--- src/rtl/ad100_lsu_if.sv ---
// Request/response and memory-port-2 signals of the ad100 load/store unit.
// master = pipeline/memory side, slave = the LSU itself.
interface ad100_lsu_if;
    logic        req_valid;
    logic        req_ready;
    logic        req_store;
    logic [1:0]  req_size;
    logic        req_signed;
    logic [31:0] req_addr;
    logic [31:0] req_wdata;
    logic        resp_valid;
    logic [31:0] resp_rdata;
    logic        resp_error;
    logic [29:0] addr_2;
    logic [31:0] read_2;
    logic [31:0] write_2;
    logic        write_enable_1;
    logic        write_enable_2;
    logic        write_enable_3;
    logic        write_enable_4;

    modport master (
        output req_valid, req_store, req_size, req_signed, req_addr, req_wdata, read_2,
        input  req_ready, resp_valid, resp_rdata, resp_error, addr_2, write_2,
        input  write_enable_1, write_enable_2, write_enable_3, write_enable_4
    );

    modport slave (
        input  req_valid, req_store, req_size, req_signed, req_addr, req_wdata, read_2,
        output req_ready, resp_valid, resp_rdata, resp_error, addr_2, write_2,
        output write_enable_1, write_enable_2, write_enable_3, write_enable_4
    );
endinterface

--- src/rtl/ad100_lsu.sv ---
// Load/store initiator for memory port 2: lane steering, sizing, extension.
// Define AD100_LSU_MISALIGN_EN to split word-crossing accesses in two.
module ad100_lsu (
    input  logic       clk,
    input  logic       rst,
    ad100_lsu_if.slave bus
);
    typedef enum logic [1:0] {IDLE, ACC1, ACC2, DONE} state_t;

    function automatic logic [3:0] size_mask(input logic [1:0] size);
        case (size)
            2'b00:   return 4'b0001;
            2'b01:   return 4'b0011;
            default: return 4'b1111;
        endcase
    endfunction

    state_t      state, state_nx;
    logic        store_q, signed_q, err_q;
    logic [1:0]  size_q;
    logic [31:0] addr_q, wdata_q, lo_q, hi_q;

    // Requests rejected at accept time never touch memory.
    logic req_bad;
`ifdef AD100_LSU_MISALIGN_EN
    assign req_bad = (bus.req_size == 2'b11);
`else
    logic [7:0] lanes_in;
    assign lanes_in = {4'b0000, size_mask(bus.req_size)} << bus.req_addr[1:0];
    assign req_bad  = (bus.req_size == 2'b11) || (lanes_in[7:4] != 4'b0000) ||
                      (bus.req_size == 2'b01 && bus.req_addr[0]);
`endif

    logic [7:0]  lanes8;
    logic [31:0] wdata_sized, rd32, load_data;
    logic [63:0] data64;

    always_comb begin
        case (size_q)
            2'b00:   wdata_sized = {24'h0, wdata_q[7:0]};
            2'b01:   wdata_sized = {16'h0, wdata_q[15:0]};
            default: wdata_sized = wdata_q;
        endcase
    end

    assign lanes8 = {4'b0000, size_mask(size_q)} << addr_q[1:0];
    assign data64 = {32'h0, wdata_sized} << {addr_q[1:0], 3'b000};
    assign rd32   = 32'({hi_q, lo_q} >> {addr_q[1:0], 3'b000});

`ifndef AD100_LSU_MISALIGN_EN
    logic unused_split;
    assign unused_split = ^{lanes8[7:4], data64[63:32]};
`endif

    always_comb begin
        case (size_q)
            2'b00:   load_data = signed_q ? {{24{rd32[7]}}, rd32[7:0]}
                                          : {24'h0, rd32[7:0]};
            2'b01:   load_data = signed_q ? {{16{rd32[15]}}, rd32[15:0]}
                                          : {16'h0, rd32[15:0]};
            default: load_data = rd32;
        endcase
    end

    // NOTE: state registers use non-blocking assignments so every flop samples
    // pre-edge values regardless of statement order.
    always_ff @(posedge clk or posedge rst) begin
        if (rst) begin
            state    <= IDLE;
            store_q  <= 1'b0;
            signed_q <= 1'b0;
            err_q    <= 1'b0;
            size_q   <= 2'b00;
            addr_q   <= 32'h0;
            wdata_q  <= 32'h0;
            lo_q     <= 32'h0;
            hi_q     <= 32'h0;
        end else begin
            state <= state_nx;
            if (state == IDLE && bus.req_valid) begin
                store_q  <= bus.req_store;
                signed_q <= bus.req_signed;
                size_q   <= bus.req_size;
                addr_q   <= bus.req_addr;
                wdata_q  <= bus.req_wdata;
                err_q    <= req_bad;
                hi_q     <= 32'h0;
            end
            if (state == ACC1 && !store_q) lo_q <= bus.read_2;
`ifdef AD100_LSU_MISALIGN_EN
            if (state == ACC2 && !store_q) hi_q <= bus.read_2;
`endif
        end
    end

    logic        req_ready_c, resp_valid_c, resp_error_c;
    logic [31:0] resp_rdata_c, write_c;
    logic [29:0] addr_c;
    logic [3:0]  en_c;

    // NOTE: every output gets a default first so no path leaves a latch behind.
    always_comb begin
        state_nx     = state;
        req_ready_c  = 1'b0;
        resp_valid_c = 1'b0;
        resp_error_c = 1'b0;
        resp_rdata_c = 32'h0;
        addr_c       = 30'h0;
        write_c      = 32'h0;
        en_c         = 4'b0000;
        case (state)
            IDLE: begin
                req_ready_c = 1'b1;
                if (bus.req_valid) state_nx = req_bad ? DONE : ACC1;
            end
            ACC1: begin
                addr_c = addr_q[31:2];
                if (store_q) begin
                    write_c = data64[31:0];
                    en_c    = lanes8[3:0];
                end
`ifdef AD100_LSU_MISALIGN_EN
                state_nx = (lanes8[7:4] != 4'b0000) ? ACC2 : DONE;
`else
                state_nx = DONE;
`endif
            end
`ifdef AD100_LSU_MISALIGN_EN
            ACC2: begin
                // Word address wraps from 0x3FFFFFFF to 0 by plain overflow.
                addr_c = addr_q[31:2] + 30'd1;
                if (store_q) begin
                    write_c = data64[63:32];
                    en_c    = lanes8[7:4];
                end
                state_nx = DONE;
            end
`endif
            DONE: begin
                resp_valid_c = 1'b1;
                resp_error_c = err_q;
                if (!store_q && !err_q) resp_rdata_c = load_data;
                state_nx = IDLE;
            end
            default: state_nx = IDLE;
        endcase
    end

    assign bus.req_ready      = req_ready_c;
    assign bus.resp_valid     = resp_valid_c;
    assign bus.resp_error     = resp_error_c;
    assign bus.resp_rdata     = resp_rdata_c;
    assign bus.addr_2         = addr_c;
    assign bus.write_2        = write_c;
    assign bus.write_enable_1 = en_c[0];
    assign bus.write_enable_2 = en_c[1];
    assign bus.write_enable_3 = en_c[2];
    assign bus.write_enable_4 = en_c[3];
endmodule
--- src/flat_wrapper.sv ---
// flat-port wrapper written by rule: the top's interface ports become plain ports
module ad100_lsu_flat 
  (clk, rst, bus_req_valid, bus_req_store, bus_req_size, bus_req_signed, bus_req_addr, bus_req_wdata, bus_read_2, bus_req_ready, bus_resp_valid, bus_resp_rdata, bus_resp_error, bus_addr_2, bus_write_2, bus_write_enable_1, bus_write_enable_2, bus_write_enable_3, bus_write_enable_4);
  ad100_lsu_if bus_i ();
  input  logic clk;
  input  logic rst;
  input wire logic [$bits(bus_i.req_valid)-1:0] bus_req_valid;
  input wire logic [$bits(bus_i.req_store)-1:0] bus_req_store;
  input wire logic [$bits(bus_i.req_size)-1:0] bus_req_size;
  input wire logic [$bits(bus_i.req_signed)-1:0] bus_req_signed;
  input wire logic [$bits(bus_i.req_addr)-1:0] bus_req_addr;
  input wire logic [$bits(bus_i.req_wdata)-1:0] bus_req_wdata;
  input wire logic [$bits(bus_i.read_2)-1:0] bus_read_2;
  output wire logic [$bits(bus_i.req_ready)-1:0] bus_req_ready;
  output wire logic [$bits(bus_i.resp_valid)-1:0] bus_resp_valid;
  output wire logic [$bits(bus_i.resp_rdata)-1:0] bus_resp_rdata;
  output wire logic [$bits(bus_i.resp_error)-1:0] bus_resp_error;
  output wire logic [$bits(bus_i.addr_2)-1:0] bus_addr_2;
  output wire logic [$bits(bus_i.write_2)-1:0] bus_write_2;
  output wire logic [$bits(bus_i.write_enable_1)-1:0] bus_write_enable_1;
  output wire logic [$bits(bus_i.write_enable_2)-1:0] bus_write_enable_2;
  output wire logic [$bits(bus_i.write_enable_3)-1:0] bus_write_enable_3;
  output wire logic [$bits(bus_i.write_enable_4)-1:0] bus_write_enable_4;
  assign bus_i.req_valid = bus_req_valid;
  assign bus_i.req_store = bus_req_store;
  assign bus_i.req_size = bus_req_size;
  assign bus_i.req_signed = bus_req_signed;
  assign bus_i.req_addr = bus_req_addr;
  assign bus_i.req_wdata = bus_req_wdata;
  assign bus_i.read_2 = bus_read_2;
  assign bus_req_ready = bus_i.req_ready;
  assign bus_resp_valid = bus_i.resp_valid;
  assign bus_resp_rdata = bus_i.resp_rdata;
  assign bus_resp_error = bus_i.resp_error;
  assign bus_addr_2 = bus_i.addr_2;
  assign bus_write_2 = bus_i.write_2;
  assign bus_write_enable_1 = bus_i.write_enable_1;
  assign bus_write_enable_2 = bus_i.write_enable_2;
  assign bus_write_enable_3 = bus_i.write_enable_3;
  assign bus_write_enable_4 = bus_i.write_enable_4;
  ad100_lsu u_core (.clk(clk), .rst(rst), .bus(bus_i));
endmodule
--- config.mk ---
export PLATFORM = sky130hd
export DESIGN_NAME = ad100_lsu_flat
export DESIGN_NICKNAME = d
export VERILOG_FILES = /design/src/rtl/ad100_lsu_if.sv /design/src/rtl/ad100_lsu.sv /design/src/flat_wrapper.sv
export SDC_FILE = /design/constraint.sdc
export NUM_CORES = 1
export LEC_CHECK = 0
export CAP_MARGIN = 5
export CORE_AREA = 5 5 143 145
export CTS_CLUSTER_SIZE = 28
export DETAILED_ROUTE_END_ITERATION = 12
export DIE_AREA = 0 0 148 150
export HOLD_SLACK_MARGIN = 0.08
export RECOVER_POWER = 100
export SYNTH_ARGS = -nofsm -noshare
export SYNTH_HDL_FRONTEND = slang
export SYNTH_SLANG_ARGS = --single-unit
--- constraint.sdc ---
create_clock -name clk -period 6.3 [get_ports clk]
set_input_delay 0.63 -clock clk [delete_from_list [all_inputs] [get_ports clk]]
set_output_delay 0.63 -clock clk [all_outputs]
set_load 0.02 [all_outputs]
==> results.cfg <==
[outcome]
outcome = finished, violations left
violations = capacitance limit, slew limit

[grt]
antenna_found_initial = 3
wire_length_of_the_first_global_routing_pass_um = 27010
grt.total_usage = 0.1558
grt-ovfl-total = 0
grt_max_degree = 70
grt_pass1_vias = 4826

[die]
floorplan.die.width_um = 148
top_level_ports = 204
fp.dieArea_mm2 = 0.02220
die_h_um = 150
initial_core_util = 0.2938
floorplan.core_area_mm2 = 0.01908
rows = 51

[logic_synthesis]
synth.ff_latch_count = 103
netlist_instances = 476
synth_top_cells_by_area = dfrtp_1 46%, mux2_2 20%, and2_1 5.5%
synth.yosys.warnings = 0
syn_area_per_cell_um2 = 11.78
post-synth-top-area-fraction = 0.4598
synth_sequential_area_ratio = 0.4598
synth.distinct_cells = 42
syn_nets = 579
area_of_the_mapped_netlist_mm2 = 0.005605
synth_largest_area_cell = dfrtp_1

[final_layout]
synthToLayoutAreaGrowth_pct = 41.83
layout.nets = 754
drive_above_1_share = 0.1936
instances_no_fill = 894
layout.cell_area.non_filler_mm2 = 0.007950
final_core_utilization = 0.4167
antenna-diode-count = 0

[clocking]
clk_root_buffer_cell = clkbuf_16
htreeDepth = 3
post_cts_hold_buffer_count = 0
ctsResizeCount = 0
cts_buffer_depth = 2
tritoncts = yes
tritoncts_num_sinks = 103
cts_inserted_buffers = 9
clock_latency_ns = 0.35
post-cts-setup-buffers = 0
worst_setup_hold_path_clk_slew_ns = 0.07

[critical_path]
crit_start = u_core.addr_q[1]
arrival_ns = 4.49
critical_path_peak_fanout = 50
critical_path.endpoint_type = output pin
crit-reg2reg-launch = u_core.state[1]
critPathRequiredTime_ns = 5.67
critical_path_class = register to output pin
crit_path_start_kind = register

[drt]
drcViolationCount = 0
vias_post_dr = 4492
routed_wirelength_um = 17240
vias_per_cell = 5.025
detail_route.iter0.violations = 169
detail-route-antenna-nets = 0
detailed_router_iteration_count_before_antenna_repair = 6
final_routed_wire_length_divided_by_cell_count_um = 19.29

[sta]
min_period_ns = 5.117
setup_total_negative_slack_ns = 0
setup_repair_after_global_routing_missed_its_margin = false
max_freq_mhz = 195.4
timing_worst_slew_pin_value_ns = 4.576
final_report_setup_violation_count = 0
clock_tree_skew_after_final_layout_ns = 0.004178
timing.final.max_slew_violations = 202
fin_hold_ws_ns = 0.4969
max_slew_margin = -2.053
finalCritPeriodShare = 0.8122
hold_violation_total_from_the_final_report = 0

[pwr]
p_int_mw = 2.286
power-per-cell-area_mw_per_mm2 = 478.2
comb_power_share = 0.492
switchingPower_mw = 1.516
power.share.clock = 0.148
seq_power_share = 0.360
sw_frac_of_total = 0.3987
vdd_ir_drop_max_v = 0.0001832
leakage_nw = 3.284

[worst_hold_path]
hold_path.class = register to register
hold_path.startpoint = u_core.addr_q[11]

[flow_run]
cap_viol_max_count = 4

[place]
buffer_ports.inserted = 203
dp.cells = 878
detailed_place.area_mm2 = 0.007724
gp_congestion = 0.8828
hpwlAfterDp_um = 12690
## cells in the mapped netlist
library cell,instances
nor2_2,1
a31oi_1,8
a211o_1,1
a2bb2oi_1,7
and4b_1,1
and3_1,1
or2_2,1
mux4_2,1
nand2_1,1
o2bb2ai_1,8
xor2_1,1
o21a_1,1
o31ai_1,1
a22oi_1,9
and2_1,49
o211ai_1,1
mux2_4,9
buf_1,1
buf_6,6
and4_1,1
a21oi_2,1
a21o_1,1
nand3b_4,1
nand4bb_1,1
dfrtp_1,103
nor3b_2,1
and4bb_2,1
nand3_1,17
nor3_2,1
o21ai_0,16
clkbuf_1,11
clkinv_1,1
mux2_2,101
nor2_1,16
mux2i_1,8
inv_1,3
a211oi_1,39
buf_2,17
buf_4,7
a221oi_4,1
nor2b_1,19
a21oi_1,1
## state kept, by name, summed over array words and instances (netlist names)
name / cells
u_core.state: 2
u_core.size_q: 2
u_core.signed_q: 1
u_core.err_q: 1
u_core.addr_q: 32
u_core.store_q: 1
u_core.lo_q: 32
u_core.wdata_q: 32
## cells by family (layout without fill, tap and decap cells)
logic type	after synthesis	after routing	share of synthesized area
buf+inv	46	226	0.04732
mux	119	119	0.2453
compound gates	95	95	0.1250
xor+xnor	1	1	0.001563
flops	103	103	0.4598
simple gates	112	112	0.1210
## final timing paths
path                                       to  slack, ns  depth (start not counted)
max                        bus_resp_rdata[19]       1.18                          4
min                         u_core.addr_q[11]       0.50                          1
max reg2reg                u_core.wdata_q[28]       1.65                          3
min reg2reg                 u_core.addr_q[11]       0.50                          1
max in group asynchronous      u_core.lo_q[1]       2.81                          3
min in group asynchronous   u_core.addr_q[31]       1.29                          2
## final cells by class
type | count | area (um^2)
clock buffer | 11 | 232.7
fill | 1814 | 11130
inverter | 4 | 16.27
multi-input combinational | 327 | 2720
clock inverter | 5 | 57.56
tap | 238 | 297.8
timing repair buffer | 206 | 2048
sequential | 103 | 2577
## power by group through the flow
stage	Sequential (mW)	Combinational, mW	Clock [mW]
after CTS	1.37	1.97	0.583
after detailed placement	1.38	1.96	0
after global routing	1.43	2.04	0.603
final	1.37	1.87	0.564
after global placement	1.37	1.94	0
after floorplan	1.17	1.50	0
## critical path, cell delays in order (launching register included)
cell and delay, ns:
dfrtp_1 1.53, mux2_2 0.47, a221oi_1 1.18, o21ai_0 0.23
dlygate4sd3_1 0.72
## through the flow
step                      total power, mW  worst slack [ns]
after global routing                4.066            0.8820
after global placement              3.307             2.653
after detailed placement            3.340             2.452
after floorplan                     2.679             2.966
final                               3.802             1.183
after CTS                           3.928             2.055
## cell usage in the layout, fill, tap and decap left out, types with 2 or more instances in the layout
master,synthesis,routed
clkdlybuf4s50_1,0,116
dfrtp_1,103,103
mux2_2,101,101
dlygate4sd3_1,0,87
and2_1,49,46
a211oi_1,39,39
nor2b_1,19,18
nand3_1,17,17
nor2_1,16,16
o21ai_0,16,16
a22oi_1,9,9
clkbuf_16,0,9
mux2_1,0,8
a31oi_1,8,8
o2bb2ai_1,8,8
mux2i_1,8,8
a2bb2oi_1,7,7
and2_0,0,3
clkbuf_1,11,3
a21oi_1,1,2
inv_1,3,2
clkinv_2,0,2
## routing by layer
metal  wire length (um)  GRT usage  share of wire  up-vias
li1                   -          -              -     2088
met1               7084     0.1959           0.41     2185
met2               8247     0.2473           0.48      178
met3               1430    0.05603          0.083       35
met4                444    0.05727          0.026        6
met5                 34          0         0.0020        -
Note: power is estimated with default switching activity, not from simulation.
